File: src/rtl/i2s_rx.sv
// I2S slave receiver: brings externally mastered BCK/LRCK/DIN into the clk domain
// and assembles MSB-first left/right words into sample pairs.
//
// state    | meaning
// ---------+------------------------------------------------------------
// ST_HUNT  | not aligned; waiting for an LRCK 1->0 boundary
// ST_LEFT  | collecting the left word (LRCK low)
// ST_RIGHT | collecting the right word (LRCK high); left word is held
module i2s_rx #(
  parameter int DATA_W      = 16,
  parameter int SYNC_STAGES = 2
) (
  input  logic              clk,
  input  logic              rst,
  input  logic              bck,
  input  logic              lrck,
  input  logic              din,
  output logic [DATA_W-1:0] left,
  output logic [DATA_W-1:0] right,
  output logic              sample_valid,
  output logic              frame_err,
  output logic              locked
);

  localparam int CNT_W = $clog2(DATA_W + 1);
  localparam logic [CNT_W-1:0] CNT_FULL = CNT_W'(DATA_W);

  typedef enum logic [1:0] {
    ST_HUNT  = 2'd0,
    ST_LEFT  = 2'd1,
    ST_RIGHT = 2'd2
  } state_t;

  logic [SYNC_STAGES-1:0] bck_sync_q, bck_sync_d;
  logic [SYNC_STAGES-1:0] lrck_sync_q, lrck_sync_d;
  logic [SYNC_STAGES-1:0] din_sync_q, din_sync_d;
  logic                   bck_prev_q, bck_prev_d;
  logic                   lrck_prev_q, lrck_prev_d;
  state_t                 state_q, state_d;
  logic [CNT_W-1:0]       bit_cnt_q, bit_cnt_d;
  logic [DATA_W-1:0]      shift_q, shift_d;
  logic [DATA_W-1:0]      left_hold_q, left_hold_d;
  logic [DATA_W-1:0]      left_q, left_d;
  logic [DATA_W-1:0]      right_q, right_d;
  logic                   valid_q, valid_d;
  logic                   err_q, err_d;
  logic                   locked_q, locked_d;

  logic                   bck_s, lrck_s, din_s;
  logic                   rise;
  logic                   word_ok;
  logic [DATA_W-1:0]      shift_nxt;
  logic [CNT_W-1:0]       cnt_nxt;

  assign bck_s  = bck_sync_q[SYNC_STAGES-1];
  assign lrck_s = lrck_sync_q[SYNC_STAGES-1];
  assign din_s  = din_sync_q[SYNC_STAGES-1];
  assign rise   = bck_s & ~bck_prev_q;

  always_comb begin
    bck_sync_d  = {bck_sync_q[SYNC_STAGES-2:0], bck};
    lrck_sync_d = {lrck_sync_q[SYNC_STAGES-2:0], lrck};
    din_sync_d  = {din_sync_q[SYNC_STAGES-2:0], din};
    bck_prev_d  = bck_s;

    lrck_prev_d = lrck_prev_q;
    state_d     = state_q;
    bit_cnt_d   = bit_cnt_q;
    shift_d     = shift_q;
    left_hold_d = left_hold_q;
    left_d      = left_q;
    right_d     = right_q;
    valid_d     = 1'b0;
    err_d       = 1'b0;
    shift_nxt   = shift_q;
    cnt_nxt     = bit_cnt_q;
    word_ok     = 1'b0;

    if (rise) begin
      // Bits beyond DATA_W in a long slot are dropped; the count saturates.
      if (bit_cnt_q != CNT_FULL) begin
        shift_nxt = {shift_q[DATA_W-2:0], din_s};
        cnt_nxt   = bit_cnt_q + CNT_W'(1);
      end
      lrck_prev_d = lrck_s;
      shift_d     = shift_nxt;
      bit_cnt_d   = cnt_nxt;

      // The bit on the LRCK-change edge is the LSB of the word that just ended.
      if (lrck_s != lrck_prev_q) begin
        word_ok   = (cnt_nxt == CNT_FULL);
        shift_d   = '0;
        bit_cnt_d = '0;
        case (state_q)
          ST_HUNT: begin
            if (!lrck_s) state_d = ST_LEFT;
          end
          ST_LEFT: begin
            if (word_ok) begin
              left_hold_d = shift_nxt;
              state_d     = ST_RIGHT;
            end else begin
              err_d   = 1'b1;
              state_d = ST_HUNT;
            end
          end
          ST_RIGHT: begin
            if (word_ok) begin
              left_d  = left_hold_q;
              right_d = shift_nxt;
              valid_d = 1'b1;
            end else begin
              err_d = 1'b1;
            end
            state_d = ST_LEFT;
          end
          default: state_d = ST_HUNT;
        endcase
      end
    end

    locked_d = (state_d != ST_HUNT);
  end

  always_ff @(posedge clk) begin
    if (rst) begin
      bck_sync_q  <= '0;
      lrck_sync_q <= '0;
      din_sync_q  <= '0;
      bck_prev_q  <= 1'b0;
      lrck_prev_q <= 1'b0;
      state_q     <= ST_HUNT;
      bit_cnt_q   <= '0;
      shift_q     <= '0;
      left_hold_q <= '0;
      left_q      <= '0;
      right_q     <= '0;
      valid_q     <= 1'b0;
      err_q       <= 1'b0;
      locked_q    <= 1'b0;
    end else begin
      bck_sync_q  <= bck_sync_d;
      lrck_sync_q <= lrck_sync_d;
      din_sync_q  <= din_sync_d;
      bck_prev_q  <= bck_prev_d;
      lrck_prev_q <= lrck_prev_d;
      state_q     <= state_d;
      bit_cnt_q   <= bit_cnt_d;
      shift_q     <= shift_d;
      left_hold_q <= left_hold_d;
      left_q      <= left_d;
      right_q     <= right_d;
      valid_q     <= valid_d;
      err_q       <= err_d;
      locked_q    <= locked_d;
    end
  end

  assign left         = left_q;
  assign right        = right_q;
  assign sample_valid = valid_q;
  assign frame_err    = err_q;
  assign locked       = locked_q;

endmodule

File: config.mk
export PLATFORM = sky130hd
export DESIGN_NAME = i2s_rx
export DESIGN_NICKNAME = d
export VERILOG_FILES = /design/src/rtl/i2s_rx.sv
export SDC_FILE = /design/constraint.sdc
export NUM_CORES = 1
export LEC_CHECK = 0
export ABC_AREA = 1
export CAP_MARGIN = 0
export CORE_ASPECT_RATIO = 1.5
export CORE_MARGIN = 4
export CORE_UTILIZATION = 55
export DETAILED_ROUTE_END_ITERATION = 7
export GPL_TIMING_DRIVEN = 0
export PLACE_DENSITY = 0.79
export SLEW_MARGIN = 15
export SYNTH_ARGS = -nofsm -noshare
export SYNTH_HDL_FRONTEND = slang
export SYNTH_SLANG_ARGS = --single-unit
File: constraint.sdc
create_clock -name clk -period 3 [get_ports clk]
set_clock_uncertainty 0.1 [all_clocks]
set_input_delay 0.3 -clock clk [delete_from_list [all_inputs] [get_ports clk]]
set_output_delay 0.3 -clock clk [all_outputs]
set_load 0.05 [all_outputs]
==> impl_metrics.yaml, run 1 <==
status:
  status: "complete, no violations"
cells_and_area:
  nFillCells: 573
  final_cell_mix: "nand2_1 (157), nor2_1 (86), dfxtp_1 (82), inv_1 (62)"
  syn2layout_area_growth_pct: 20.0
  multi_input_area_mm2: 0.00147
  drive_above_1_share_pct: 7.57
  fin_cells: 629
  final_nets: 561
  antennaDiodeCount: 0
  register_area_mm2: 0.00164
  layout_commonest_cell: "nand2_1"
  fin_util_pct: 67.7
placed_design:
  hpwlAfterDp_mm: 5.38
  gp_congestion: 0.823
  io_buffers: 39
  dp_cells: 613
synthesis:
  seq_area_frac_synth_pct: 47.5
  synth_cell_type_count: 29
  avgSynthCellArea_um2: 6.92
  yosysWarnings: 0
  synth.net_count: 511
  netlist_area_mm2: 0.00346
  synth_cells: 500
  ys_ff_latch: 82
power_and_ir_drop:
  peakVddDrop_uv: 494
  pwr_density_cell_mw_per_mm2: 480
  p_leak_nw: 1.87
global_routing:
  overflow: 0
  antenna_found_initial: 0
  grt_usage_pct: 20.6
  grt_max_degree: 16
  grt_pass1_vias: 2909
  grt_pass1_wl_mm: 12.6
setup_path:
  setup.worst_path.start_class: "flip-flop"
  critPathKind: "reg2reg"
  worst_ep_arrival_time_ns: 2.35
  end_kind: "flip-flop"
  crit_fanout: 10
  r2r_cells: 11
  reg2reg_to: "left[0]"
  r2r-start: "bit_cnt_q[0]"
  crit_end: "left[0]"
  startpoint: "bit_cnt_q[0]"
  ff2ff_setup_slack_ns: 0.80
  required_ns: 3.15
timing:
  setup-tns-final_ns: 0
  finalCriticalPeriod_ns: 2.20
  max_slew_margin_pct: 61.7
  drv_slew: 0
  final-setup-viol-count: 0
  fin_hold_ws_ns: 0.303
  period_share_pct: 73.3
  hold_violations: 0
  rsz0062_at_grt: "false"
  worst_slew_pin_slew_ns: 0.574
  max_freq_mhz: 455
floorplan:
  die_x_um: 72.8
  ios: 40
  core_mm2: 0.00613
  initial_core_util_pct: 56.4
  die_area_mm2: 0.00765
  fp-row-count: 35
  dieHeight_um: 105
cts:
  htreeDepth: 3
  cts_buffer_depth: 2
  cts_sinks: 82
  clkTransAtPathRegs_ns: 0.08
  numCtsBuffers: 9
  clock_latency_ns: 0.35
  postCtsHoldBufs: 0
  postCtsResizedCells: 0
  cts_root_buf: "clkbuf_8"
  cts_tree: "done"
  post_cts_buffers: 0
detailed_routing:
  firstDrtPassIters: 5
  drtAntennaViolNets: 0
  vias_per_cell: 4.90
  wl_per_cell_um: 11.8
  drc: 0
  vias: 3085
  wl_mm: 7.40
  drtIter0Drc: 174
min_path:
  hold_path_class: "reg2reg"
  hold_depth: 2
  min-delay-start: "din_sync_q[0]"
flow_run:
  cap_violations: 0
==> layer usage <==
metal / up-vias / global-route usage, % / routed length [um] / share of wire [%]
li1: 1605 / - / - / -
met1: 1404 / 22.0 / 2910 / 39
met2: 61 / 37.5 / 4030 / 55
met3: 15 / 4.14 / 257 / 3.5
met4: 0 / 9.10 / 197 / 2.7
met5: - / 0 / 0 / 0
==> critical path: stages (launching register included) <==
cell	delay, ns
dfxtp_1	0.43
inv_1	0.10
ha_1	0.21
nand2_1	0.06
inv_1	0.06
nand3_1	0.11
nand3_2	0.13
nor2_4	0.16
nand4_2	0.20
clkbuf_1	0.30
nor2_1	0.17
nor2_1	0.06
==> area by class of cell <==
class	instances	share of cell area, %
Sequential cell	82	39.5
Multi-Input combinational cell	329	35.4
Timing Repair Buffer	39	9.40
Inverter	66	5.97
Clock buffer	10	3.31
Buffer	23	2.44
Tap cell	74	2.23
Clock inverter	6	1.75
==> how the worst min path moves through the flow <==
stage,endpoint
2_1_floorplan,bck_sync_q[1]
3_3_place_gp,lrck_sync_q[1]
3_5_place_dp,din_sync_q[1]
4_1_cts,din_sync_q[1]
5_1_grt,lrck_sync_q[1]
6_report,din_sync_q[1]
==> cells in the mapped netlist, drive strengths merged <==
cell	number	area [um^2]
buf	8	45.0
a21oi	44	239
nand4	3	40.0
dfxtp	82	1640
ha	6	75.1
and3	1	6.26
nand3	9	50.1
a31oi	1	6.26
a22oi	1	7.51
mux2	1	11.3
nor3	1	5.00
o21ai	10	50.1
nor2	89	347
inv	65	244
clkbuf	15	56.3
nand2	161	614
xnor2	2	17.5
clkinv	1	3.75
==> report_power, final <==
| part | switching, mW | internal (mW) | total, mW |
|---|---|---|---|
| registers | 0.00415 | 1.09 | 1.10 |
| logic | 0.0435 | 0.0178 | 0.0613 |
| clock network | 0.416 | 0.416 | 0.832 |
==> cells by family after synthesis <==
group | after synthesis | share of synthesized area (%)
and+or+nand+nor | 264 | 30.7
AOI/OAI and AO/OA | 56 | 8.75
buffers and inverters | 89 | 10.1
muxes | 1 | 0.325
adders and majority gates | 6 | 2.17
DFF | 82 | 47.5
xor gates and xnor gates | 2 | 0.506
==> metrics by stage <==
step	power [mW]	area [um^2]	setup WS, ns
after floorplan	1.16	3460	1.19
after global placement	1.18	3940	0.823
after detailed placement	1.19	3940	0.782
after CTS	2.00	4150	0.778
after global routing	2.06	4150	0.611
final	1.99	4150	0.801
==> flip-flops by register name (all words and copies together) (netlist names) <==
signal and cells:
din_sync_q 2, left 16, right 16, frame_err 1
bit_cnt_q 5, sample_valid 1, locked 1, state_q 2
lrck_sync_q 2, shift_q 16, lrck_prev_q 1, bck_prev_q 1
left_hold_q 16, bck_sync_q 2
Power figures use the tool's default switching activity.
==> run 2: changes to the inputs <==
Settings changed: CORE_UTILIZATION 55 to 50, PLACE_DENSITY 0.79 to 0.75.
Clock period 3 ns to 1.9 ns, I/O delays scaled along.
==> impl_metrics.yaml, run 2 (synthesis gave the netlist of run 1 again) <==
detailed_routing:
  wl_per_cell_um: 14.6
  vias: 3316
  wl_mm: 9.51
  drtIter0Drc: 213
  drc: 0
  firstDrtPassIters: 4
  vias_per_cell: 5.09
  drtAntennaViolNets: 0
cts:
  clkTransAtPathRegs_ns: 0.09
  cts_buffer_depth: 2
  cts_sinks: 82
  postCtsHoldBufs: 0
  clock_latency_ns: 0.37
  numCtsBuffers: 9
  cts_root_buf: "clkbuf_8"
  htreeDepth: 3
  cts_tree: "done"
cells_and_area:
  syn2layout_area_growth_pct: 38.8
  multi_input_area_mm2: 0.00179
  nFillCells: 496
  final_cell_mix: "nand2_1 (132), dfxtp_1 (80), nor2_1 (70), inv_1 (59), clkdlybuf4s50_1 (39)"
  fin_cells: 651
  antennaDiodeCount: 0
  final_nets: 581
  layout_commonest_cell: "nand2_1"
  drive_above_1_share_pct: 22.6
  register_area_mm2: 0.00165
timing:
  max_slew_margin_pct: 52.4
  rsz0062_at_grt: "true"
  finalWorstSetupSlack_ns: -0.119
  max_freq_mhz: 495
  period_share_pct: 106
  hold_violations: 0
  worst_slew_pin_slew_ns: 0.713
  drv_slew: 0
  finalCriticalPeriod_ns: 2.02
  final-setup-viol-count: 47
setup_path:
  r2r-start: "bit_cnt_q[1]"
  ff2ff_setup_slack_ns: -0.12
  crit_fanout: 8
  end_kind: "flip-flop"
  critPathKind: "reg2reg"
  crit_end: "right[6]"
  worst_ep_arrival_time_ns: 2.23
  startpoint: "bit_cnt_q[1]"
  reg2reg_to: "right[6]"
  required_ns: 2.11
  setup.worst_path.start_class: "flip-flop"
  r2r_cells: 14
status:
  status: "complete, but fails checks"
  violations: "setup timing"
placed_design:
  dp_cells: 615
  gp_congestion: 0.869
  io_buffers: 39
  hpwlAfterDp_mm: 5.54
floorplan:
  die_area_mm2: 0.00834
  core_mm2: 0.00662
  initial_core_util_pct: 52.2
  fp-row-count: 36
  die_x_um: 75.9
  ios: 40
  dieHeight_um: 110
global_routing:
  grt_pass1_vias: 3040
  antenna_found_initial: 0
  grt_usage_pct: 21.4
  grt_pass1_wl_mm: 14.1
  overflow: 0
  grt_max_degree: 15
power_and_ir_drop:
  finalPower_mw: 3.26
  peakVddDrop_uv: 525
  p_leak_nw: 2.13
  pwr_density_cell_mw_per_mm2: 679
min_path:
  hold_path_class: "in2reg"
  hold_depth: 3
flow_run:
  cap_violations: 0
## run 2: cell count changes in the layout (fill, tap and decap cells not counted), sizes merged
cell / previous run / this run
bufinv: 1 / 2
buf: 8 / 25
nand4: 3 / 4
clkbuf: 25 / 27
inv: 67 / 66
## run 2: metal layers
layer	vias to the layer above	wire length [um]	track usage, %
li1	1654	-	-
met1	1539	3510	22.3
met2	93	5180	38.8
met3	30	408	5.08
met4	0	414	12.6
met5	-	0	0
## run 2: stage by stage
stage / area [um^2] / util [%] / setup TNS [ns] / setup WS [ns] / hold WS, ns
2_1_floorplan: 3460 / - / 0 / 0.0950 / 0.197
3_3_place_gp: 3950 / 59.6 / -9.45 / -0.277 / 0.294
3_5_place_dp: 3950 / 59.6 / -11.64 / -0.313 / 0.297
4_1_cts: 4440 / 67.0 / -2.49 / -0.0788 / 0.230
5_1_grt: 4800 / 72.5 / -7.47 / -0.197 / 0.241
6_report: 4800 / 72.5 / -2.78 / -0.119 / 0.239
## run 2: worst min-delay path by stage
| stage | from | endpoint |
|---|---|---|
| 2_1_floorplan | bck | bck_sync_q[0] |
| 3_3_place_gp | lrck_sync_q[0] | lrck_sync_q[1] |
| 3_5_place_dp | din_sync_q[0] | din_sync_q[1] |
| 4_1_cts | din | din_sync_q[0] |
| 5_1_grt | din | din_sync_q[0] |
| 6_report | din | din_sync_q[0] |
## run 2: final cells by class
cell class / instances / area share [%]
sequential: 82 / 34.3
clock inverter: 6 / 1.88
clock buffer: 10 / 2.66
tap: 76 / 1.98
inverter: 66 / 5.37
buffer: 22 / 3.60
timing repair buffer: 59 / 12.8
multi-input combinational: 330 / 37.3
## run 2: critical path, cell delays in order (launching register included)
cell and delay, ns:
dfxtp_4 0.38, inv_4 0.06, ha_4 0.12, nand2_2 0.06, inv_4 0.08, nand2_4 0.08
nand2_4 0.10, nand2_4 0.06, nor2_4 0.24, nand4_4 0.12, buf_12 0.18, buf_8 0.14
nand2_1 0.06, nand2_1 0.06, nor2_1 0.12
## run 2: timing repair
action	4_1_cts	5_1_grt
gates cloned	6	2
setup buffers	8	5
resized for setup	53	84
setup endpoints to repair	63	63
pin swaps	7	19
## run 2: where the power goes
| group | internal, mW | switching (mW) | leakage (nW) |
|---|---|---|---|
| Sequential | 1.73 | 0.00798 | 0.663 |
| Combinational | 0.0387 | 0.0813 | 1.36 |
| Clock | 0.745 | 0.662 | 0.107 |
| Total | 2.51 | 0.752 | 2.13 |
